--- src/rtl/mem_arbiter_if.sv ---
// Request, response and memory buses around the data-memory arbiter.
// slave is the arbiter's view; master is the requester/memory side.
interface mem_arbiter_if #(
    parameter int ADDR_W = 32
);
    logic              if_req;
    logic [ADDR_W-1:0] if_addr;
    logic              if_gnt;
    logic              if_rvalid;
    logic [31:0]       if_rdata;
    logic              ls_req;
    logic              ls_we;
    logic [ADDR_W-1:0] ls_addr;
    logic [1:0]        ls_size;
    logic              ls_unsigned;
    logic [31:0]       ls_wdata;
    logic              ls_gnt;
    logic              ls_rvalid;
    logic [31:0]       ls_rdata;
    logic [ADDR_W-1:0] mem_addr;
    logic [31:0]       mem_wdata;
    logic [3:0]        mem_bmask;
    logic              mem_wren;
    logic [31:0]       mem_rdata;

    modport slave (
        input  if_req, if_addr,
        input  ls_req, ls_we, ls_addr, ls_size,
        input  ls_unsigned, ls_wdata, mem_rdata,
        output if_gnt, if_rvalid, if_rdata,
        output ls_gnt, ls_rvalid, ls_rdata,
        output mem_addr, mem_wdata, mem_bmask, mem_wren
    );

    modport master (
        output if_req, if_addr,
        output ls_req, ls_we, ls_addr, ls_size,
        output ls_unsigned, ls_wdata, mem_rdata,
        input  if_gnt, if_rvalid, if_rdata,
        input  ls_gnt, ls_rvalid, ls_rdata,
        input  mem_addr, mem_wdata, mem_bmask, mem_wren
    );
endinterface

--- src/rtl/mem_arbiter.sv ---
// Round-robin IF/LS arbiter for the shared data memory; splits misaligned
// LS accesses into two word beats and returns registered, extended loads.
module mem_arbiter #(
    parameter int ADDR_W = 32
) (
    input  logic         i_clk,
    input  logic         i_reset,
    mem_arbiter_if.slave bus
);
    typedef enum logic {IDLE, SPLIT} state_t;

    state_t            state, state_nx;
    logic              last_ls;
    logic              if_sel, ls_sel;
    logic [1:0]        off;
    logic [7:0]        mask_base, mask8;
    logic [63:0]       data64;
    logic              split;
    logic [ADDR_W-1:0] word_a;

    logic [ADDR_W-1:0] s_addr;
    logic [3:0]        s_mask;
    logic [31:0]       s_data;
    logic [1:0]        s_size;
    logic              s_uns;
    logic              s_we;
    logic [1:0]        s_off;
    logic [31:0]       s_word;

    function automatic logic [31:0] extract(
        input logic [63:0] raw,
        input logic [1:0]  sh,
        input logic [1:0]  size,
        input logic        uns
    );
        logic [63:0] v;
        v = raw >> {sh, 3'b000};
        unique case (size)
            2'b00:   return {{24{~uns & v[7]}}, v[7:0]};
            2'b01:   return {{16{~uns & v[15]}}, v[15:0]};
            default: return v[31:0];
        endcase
    endfunction

    always_comb begin
        off = bus.ls_addr[1:0];
        unique case (bus.ls_size)
            2'b00:   mask_base = 8'h01;
            2'b01:   mask_base = 8'h03;
            default: mask_base = 8'h0f;
        endcase
        mask8  = mask_base << off;
        data64 = {32'h0, bus.ls_wdata} << {off, 3'b000};
        split  = |mask8[7:4];
        word_a = bus.ls_addr >> 2;

        // Round robin: on contention the port not granted last wins.
        if_sel = 1'b0;
        ls_sel = 1'b0;
        if (state == IDLE && !i_reset) begin
            if_sel = bus.if_req && (!bus.ls_req || last_ls);
            ls_sel = bus.ls_req && !if_sel;
        end

        state_nx      = state;
        bus.if_gnt    = if_sel;
        bus.ls_gnt    = ls_sel;
        bus.mem_addr  = '0;
        bus.mem_wdata = '0;
        bus.mem_bmask = '0;
        bus.mem_wren  = 1'b0;

        if (state == SPLIT) begin
            bus.mem_addr  = s_addr;
            bus.mem_wdata = s_data;
            bus.mem_bmask = s_we ? s_mask : 4'b0000;
            bus.mem_wren  = s_we;
            state_nx      = IDLE;
        end else if (if_sel) begin
            bus.mem_addr = bus.if_addr >> 2;
        end else if (ls_sel) begin
            bus.mem_addr  = word_a;
            bus.mem_wdata = data64[31:0];
            bus.mem_bmask = bus.ls_we ? mask8[3:0] : 4'b0000;
            bus.mem_wren  = bus.ls_we;
            if (split) state_nx = SPLIT;
        end
    end

    always_ff @(posedge i_clk or posedge i_reset) begin
        if (i_reset) begin
            state         <= IDLE;
            last_ls       <= 1'b1;
            bus.if_rvalid <= 1'b0;
            bus.if_rdata  <= '0;
            bus.ls_rvalid <= 1'b0;
            bus.ls_rdata  <= '0;
            s_addr        <= '0;
            s_mask        <= '0;
            s_data        <= '0;
            s_size        <= '0;
            s_uns         <= 1'b0;
            s_we          <= 1'b0;
            s_off         <= '0;
            s_word        <= '0;
        end else begin
            state         <= state_nx;
            bus.if_rvalid <= if_sel;
            bus.ls_rvalid <= 1'b0;
            if (if_sel) begin
                last_ls      <= 1'b0;
                bus.if_rdata <= bus.mem_rdata;
            end
            if (ls_sel) begin
                last_ls <= 1'b1;
                if (split) begin
                    s_addr <= word_a + ADDR_W'(1);
                    s_mask <= mask8[7:4];
                    s_data <= data64[63:32];
                    s_size <= bus.ls_size;
                    s_uns  <= bus.ls_unsigned;
                    s_we   <= bus.ls_we;
                    s_off  <= off;
                    s_word <= bus.mem_rdata;
                end else begin
                    bus.ls_rvalid <= 1'b1;
                    bus.ls_rdata  <= bus.ls_we ? 32'h0 :
                        extract({32'h0, bus.mem_rdata}, off,
                                bus.ls_size, bus.ls_unsigned);
                end
            end
            if (state == SPLIT) begin
                bus.ls_rvalid <= 1'b1;
                bus.ls_rdata  <= s_we ? 32'h0 :
                    extract({bus.mem_rdata, s_word}, s_off, s_size, s_uns);
            end
        end
    end
endmodule

--- src/flat_wrapper.sv ---
// flat-port wrapper written by rule: the top's interface ports become plain ports
module mem_arbiter_flat 
#(
    parameter int ADDR_W = 32
)
  (i_clk, i_reset, bus_if_req, bus_if_addr, bus_ls_req, bus_ls_we, bus_ls_addr, bus_ls_size, bus_ls_unsigned, bus_ls_wdata, bus_mem_rdata, bus_if_gnt, bus_if_rvalid, bus_if_rdata, bus_ls_gnt, bus_ls_rvalid, bus_ls_rdata, bus_mem_addr, bus_mem_wdata, bus_mem_bmask, bus_mem_wren);
  mem_arbiter_if #(.ADDR_W(ADDR_W)) bus_i ();
  input  logic i_clk;
  input  logic i_reset;
  input wire logic [$bits(bus_i.if_req)-1:0] bus_if_req;
  input wire logic [$bits(bus_i.if_addr)-1:0] bus_if_addr;
  input wire logic [$bits(bus_i.ls_req)-1:0] bus_ls_req;
  input wire logic [$bits(bus_i.ls_we)-1:0] bus_ls_we;
  input wire logic [$bits(bus_i.ls_addr)-1:0] bus_ls_addr;
  input wire logic [$bits(bus_i.ls_size)-1:0] bus_ls_size;
  input wire logic [$bits(bus_i.ls_unsigned)-1:0] bus_ls_unsigned;
  input wire logic [$bits(bus_i.ls_wdata)-1:0] bus_ls_wdata;
  input wire logic [$bits(bus_i.mem_rdata)-1:0] bus_mem_rdata;
  output wire logic [$bits(bus_i.if_gnt)-1:0] bus_if_gnt;
  output wire logic [$bits(bus_i.if_rvalid)-1:0] bus_if_rvalid;
  output wire logic [$bits(bus_i.if_rdata)-1:0] bus_if_rdata;
  output wire logic [$bits(bus_i.ls_gnt)-1:0] bus_ls_gnt;
  output wire logic [$bits(bus_i.ls_rvalid)-1:0] bus_ls_rvalid;
  output wire logic [$bits(bus_i.ls_rdata)-1:0] bus_ls_rdata;
  output wire logic [$bits(bus_i.mem_addr)-1:0] bus_mem_addr;
  output wire logic [$bits(bus_i.mem_wdata)-1:0] bus_mem_wdata;
  output wire logic [$bits(bus_i.mem_bmask)-1:0] bus_mem_bmask;
  output wire logic [$bits(bus_i.mem_wren)-1:0] bus_mem_wren;
  assign bus_i.if_req = bus_if_req;
  assign bus_i.if_addr = bus_if_addr;
  assign bus_i.ls_req = bus_ls_req;
  assign bus_i.ls_we = bus_ls_we;
  assign bus_i.ls_addr = bus_ls_addr;
  assign bus_i.ls_size = bus_ls_size;
  assign bus_i.ls_unsigned = bus_ls_unsigned;
  assign bus_i.ls_wdata = bus_ls_wdata;
  assign bus_i.mem_rdata = bus_mem_rdata;
  assign bus_if_gnt = bus_i.if_gnt;
  assign bus_if_rvalid = bus_i.if_rvalid;
  assign bus_if_rdata = bus_i.if_rdata;
  assign bus_ls_gnt = bus_i.ls_gnt;
  assign bus_ls_rvalid = bus_i.ls_rvalid;
  assign bus_ls_rdata = bus_i.ls_rdata;
  assign bus_mem_addr = bus_i.mem_addr;
  assign bus_mem_wdata = bus_i.mem_wdata;
  assign bus_mem_bmask = bus_i.mem_bmask;
  assign bus_mem_wren = bus_i.mem_wren;
  mem_arbiter #(.ADDR_W(ADDR_W)) u_core (.i_clk(i_clk), .i_reset(i_reset), .bus(bus_i));
endmodule
--- config.mk ---
export PLATFORM = sky130hd
export DESIGN_NAME = mem_arbiter_flat
export DESIGN_NICKNAME = d
export VERILOG_FILES = /design/src/rtl/mem_arbiter_if.sv /design/src/rtl/mem_arbiter.sv /design/src/flat_wrapper.sv
export SDC_FILE = /design/constraint.sdc
export NUM_CORES = 1
export LEC_CHECK = 0
export BUFFER_PORTS_ARGS = -buffer_cell sky130_fd_sc_hd__buf_2
export CORE_UTILIZATION = 50
export DETAILED_ROUTE_END_ITERATION = 8
export HOLD_SLACK_MARGIN = 0.05
export PLACE_DENSITY = 0.76
export SLEW_MARGIN = 20
export SYNTH_ARGS = -nofsm -noshare
export SYNTH_HDL_FRONTEND = slang
export SYNTH_SLANG_ARGS = --single-unit
--- constraint.sdc ---
create_clock -name i_clk -period 5.81 [get_ports i_clk]
set_input_delay 0.581 -clock i_clk [delete_from_list [all_inputs] [get_ports i_clk]]
set_output_delay 0.581 -clock i_clk [all_outputs]
set_load 0.01 [all_outputs]
Yosys cells after proc, flatten, opt, wreduce, memory -nomap -nowiden
Index checks and enable logic that the tools add are counted.

operators by class
  add/subtract/negate cells = 1
  $mul = 0
  div/mod/pow operators = 0
  order comparisons = 0
  eq/ne operators = 3
  shift operators = 4
  multiplexer cells = 33
  bitwise operators = 7
  reduce and logical (&&, ||, !) cells = 14

operators with widths
  operator                                              number
  two-way mux 32 bit                                    10
  case mux 32 bit (2 select lines)                      2
  << shifter 32 x 5 -> 64 bit                           1
  >> shifter 64 x 5 -> 32 bit                           1
  >> shifter 32 x 5 -> 32 bit                           1
  adder 30 x 1 -> 31 bit (second input constant)        1
  two-way mux 30 bit                                    1
  two-way mux 4 bit                                     5
  two-way mux 1 bit                                     14
  case mux 4 bit (2 select lines)                       1
  << shifter 4 x 2 -> 8 bit                             1
  AND 1 bit                                             4
  equality test 2 x 1 -> 1 bit (second input constant)  2
  logical NOT 2 bit                                     2
  AND reduction 2 bit                                   2
  nonzero test 2 bit                                    2
  OR reduction 4 bit                                    1
  logical AND 1 bit                                     3
  logical NOT 1 bit                                     3
  inverter 1 bit                                        3
  != test 2 x 1 -> 1 bit (second input constant)        1
  logical OR 1 bit                                      1

storage, ports and cells
  register bits = 174
  latch bits = 0
  memory bits (writable) = 0
  bits in read-only memories = 0
  input port bits = 136
  output and inout bits = 137
  logic and storage cells = 76
  memories = 0

Longest topological paths before layout
  depth in word-level cells = 9
  depth in mapped cells = 10
  depth with buffers taken out = 7

Worst setup path before layout
Ideal clock, no wire load.

  path type = input to output
  start = input bus_ls_addr[0]
  end = output bus_mem_wdata[24]
  arrival time = 1.774 ns
  data required time = 5.229 ns
  setup slack = 3.455 ns
  cell stages on the path = 6
  path through = buf_2 > buf_2 > buf_2 > buf_2 > nor2_1 > a211oi_1

between the ends
  cells in the longest elaborated chain, start to end = 4

ends and longest elaborated chain
  element                      RTL line            text
  start: declaration           flat_wrapper.sv:14  input wire logic [$bits(bus_i.ls_addr)-1:0] bus_ls_addr;
  << shifter 32 x 5 -> 64 bit  mem_arbiter.sv:53   data64 = {32'h0, bus.ls_wdata} << {off, 3'b000};
  two-way mux 32 bit           mem_arbiter.sv:81   end else if (ls_sel) begin
  two-way mux 32 bit           mem_arbiter.sv:79   end else if (if_sel) begin
  two-way mux 32 bit           mem_arbiter.sv:73   if (state == SPLIT) begin
  end: declaration             flat_wrapper.sv:26  output wire logic [$bits(bus_i.mem_wdata)-1:0] bus_mem_wdata;

No other way between the ends.

Worst setup path in the final report
  start = register u_core.state
  end = output bus_mem_wdata[5]

between the ends
  cells in the longest elaborated chain, start to end = 6
  elaborated cells between the ends (all ways) = 7
  those cells by class = mux (5); bitwise (1); reduce/logical (1)

ends and longest elaborated chain
  element                   RTL line            text
  start: declaration        mem_arbiter.sv:12   state_t state, state_nx;
  start signal: assignment  mem_arbiter.sv:107  state <= state_nx;
  inverter 1 bit            mem_arbiter.sv:60   if (state == IDLE && !i_reset) begin
  logical AND 1 bit         mem_arbiter.sv:60
  two-way mux 1 bit         mem_arbiter.sv:60
  two-way mux 32 bit        mem_arbiter.sv:81
  two-way mux 32 bit        mem_arbiter.sv:79
  two-way mux 32 bit (*)    mem_arbiter.sv:73

Mark *: on every way between the ends. The rest lies on a longest branch, timed or not.

==> summary.txt <==
Run status
  – Status: finished clean

Place
  – DP HPWL: between 20 and 25 mm
  – I/O Buffers: approximately 270
  – DP Worst Slack: between 2 and 2.5 ns
  – RePlAce Congestion: just over 0.9

Critical path
  – CP endpoint kind: output port
  – R2r worst-path depth: 8
  – CP Data Arrival Time: roughly 3.2 ns
  – Worst Setup Start Kind: flop
  – Reg2reg end: u_core.s_data[10]
  – Crit Path Class: flop to output port
  – Worst r2r src: u_core.state
  – Worst Setup SP: u_core.state
  – Worst EP required: 5.23 ns
  – Worst R2R Setup Slack: about 2.5 ns
  – CP endpoint: bus_mem_wdata[5]
  – CP max FO: 36

Worst hold path
  – Hold_sp: bus_if_req
  – Hold Crit Class: input pin to flop

Global routing
  – Busiest grt layer: met2
  – Met2 Usage GRT: 0.4899
  – Overall routing resource usage: 0.2964
  – GRT met3 Usage: 0.05316
  – Vias in the first global route: 8825
  – Initial antenna violation count: 1
  – Met1 Resource Use GR: 0.3762
  – Grt ovf: 0
  – Pin count of the biggest net entering global routing: 109
  – Global-route wire length before repair: about 46 mm

Cells and area
  – Area growth syn-to-layout: 19.82%
  – Nets@finish: between 1k and 1.5k
  – Leading cell types in the layout, fill and taps excluded: 345 x nand2_1, 268 x buf_2, 162 x dfrtp_1
  – Ant diodes: 0
  – Post-route core utilization: 0.6098
  – Commonest non-fill, non-tap cell in the layout: nand2_1
  – Layout cells sized above 1: 0.2854
  – Fill cell count: between 1.5k and 2k

Timing
  – Crit share post-route: 0.6483
  – Fmax: between 200 and 300 MHz
  – Final Worst Setup Slack: around 2 ns
  – Worst slew margin: 0.3457
  – Slew @ Worst Pin: about 0.98 ns
  – Max Slew Vio Count: 0
  – Final Hold Viols: 0
  – Setup TNS: 0 ns
  – Clk_skew: about 0.0066 ns
  – Crit path time final: around 3.8 ns
  – Setup violators final: 0
  – RSZ-0062 raised after global routing: false

Drt
  – Wirelength per Cell: around 18 um
  – Iteration-0 DRC Markers: 784
  – Via-to-Cell Ratio: slightly below 6
  – Drc violations: 0
  – Routed wire length: slightly below 30 mm
  – Via count: ~9.4k
  – Detailed Routing Iterations Pass 1: 7
  – Final ANT Viol Nets: 0

Yosys
  – Number of synthesized flops with an enable pin: 0
  – Synth warn: 0
  – Ys flop type: dfrtp_1
  – Async SR Flop Fraction: 1.000
  – Flops & latches, synth: 164
  – Yosys cell types: between 50 and 60
  – Cell Area, Synth: approximately 10000 um^2
  – Syn nets: between 1k and 1.5k
  – Sequential share of the synthesized area: 0.4158
  – Post-Syn Instances: 1132
  – Avg Synthesized Cell Area: between 8 and 9 um^2

Power
  – Pwr Density: 337.2 nW/um^2
  – Total power: between 0.003 and 0.004 W
  – Peak VDD IR: about 0.19 mV
  – Lkg Pwr: about 5.9 nW

Floorplan
  – # IOs: 273
  – Effective utilization at floorplan: 0.5090
  – Die Height: approximately 140 um
  – Die width: between 100 and 150 um
  – Die area: 20310 um^2
  – Core Box Area: around 19000 um^2
  – Row Count: 51

Clocking
  – Clock sinks: 164
  – H-tree Lvls: 4
  – CTS buffer count: 17
  – CTS resizes: 0
  – Setup repair bufs after CTS: 0
  – Worst-Skew Late Latency: approximately 0.43 ns
  – Root buffer cell: clkbuf_16
  – Worst-path clk slew: about 0.060 ns
  – Hold Buf Count CTS: 0
  – Clock Path Buffers: 2
  – CTS tree: built

Job
  – MaxCap Viol Count: 0
-- metal layers --
layer,vias up,share of wire
li1,4376,-
met1,4455,0.40
met2,537,0.49
met3,75,0.084
met4,2,0.034
met5,-,0.00034
-- how the worst min path moves through the flow --
stage | slack, ns | to | depth (start not counted)
5_1_grt | 0.35 | u_core.last_ls | 2
3_5_place_dp | 0.46 | u_core.s_data[18] | 2
4_1_cts | 0.33 | u_core.last_ls | 2
2_1_floorplan | 0.43 | u_core.s_mask[0] | 1
6_report | 0.34 | u_core.last_ls | 2
3_3_place_gp | 0.45 | u_core.s_mask[0] | 1
-- worst max-delay path: stages (launching register included) --
cell and delay (ns):
dfrtp_2 0.40, nor2_1 0.24, nand3_2 0.37, inv_2 0.61, nand2b_1 0.38, nor2_2 0.42
a22o_1 0.20, buf_2 0.13
-- Yosys cell counts, drive strengths merged, types with 4 or more instances --
cell | number | area (um^2)
nor4 | 4 | 55.05
a22o | 8 | 70.07
nor2b | 11 | 68.82
xnor2 | 8 | 70.07
o22ai | 5 | 31.28
clkbuf | 36 | 137.6
mux2 | 24 | 270.3
a222oi | 30 | 300.3
nor3 | 6 | 40.04
dfrtp | 163 | 4079
a221oi | 8 | 70.07
a21o | 8 | 60.06
o21ai | 68 | 340.3
nand2 | 345 | 1295
a21oi | 30 | 161.4
and3 | 4 | 25.02
a32oi | 7 | 61.31
a211oi | 9 | 67.56
a211o | 7 | 61.31
nor2 | 78 | 297.8
a22oi | 9 | 67.56
mux2i | 26 | 264.0
mux4 | 33 | 743.2
a31oi | 25 | 156.4
buf | 51 | 299.0
xor2 | 21 | 183.9
inv | 37 | 138.9
nand4 | 8 | 50.05
nand3 | 37 | 195.2
nand2b | 6 | 37.54
-- kinds of logic (layout without fill, tap and decap cells) --
kind of cell             Yosys count  count (layout)  synth area share
other                              1               1         0.0003798
AND/OR/NAND/NOR                  508             508            0.2156
multiplexers                      83              83            0.1294
AO/OA/AOI/OAI                    222             222            0.1536
XOR/XNOR                          29              29           0.02573
adder cells (fa/ha/maj)            1               1          0.001267
flip-flops                       164             164            0.4158
buffers and inverters            124             348           0.05829
-- stage by stage --
stage	instance area [um^2]	hold slack [ns]	instances
final	11830	0.3431	1621
after global routing	11830	0.3474	1621
after CTS	11820	0.3265	1621
after detailed placement	11210	0.4554	1590
after global placement	11210	0.4503	1590
after floorplan	9873	0.4343	1132
-- report_power, final --
group / internal [W] / leakage (nW) / switching, W
Combinational: 0.000528 / 3.60 / 0.000633
Clock: 0.000698 / 0.277 / 0.000468
Sequential: 0.00144 / 2.03 / 0.000224
Total: 0.00266 / 5.90 / 0.00132
-- registers in the layout, indices dropped and copies added, names as in the netlist --
name / count
u_core.bus.if_rvalid: 1
u_core.s_data: 24
u_core.s_we: 1
u_core.s_size: 2
u_core.last_ls: 1
u_core.s_word: 32
u_core.bus.ls_rvalid: 1
u_core.s_off: 2
u_core.state: 1
u_core.bus.ls_rdata: 32
u_core.bus.if_rdata: 32
u_core.s_mask: 3
u_core.s_addr: 31
u_core.s_uns: 1
-- area by class of cell --
| class | count | area [um^2] | share of cell area |
|---|---|---|---|
| multi-input cells | 844 | 5207 | 0.4402 |
| clock inverters | 11 | 152.6 | 0.01290 |
| inverters | 37 | 143.9 | 0.01216 |
| flip-flops and latches | 164 | 4106 | 0.3471 |
| well taps | 265 | 331.6 | 0.02803 |
| repair buffers | 280 | 1431 | 0.1210 |
| clock buffers | 20 | 456.7 | 0.03860 |
(Power assumes the default switching activity.)
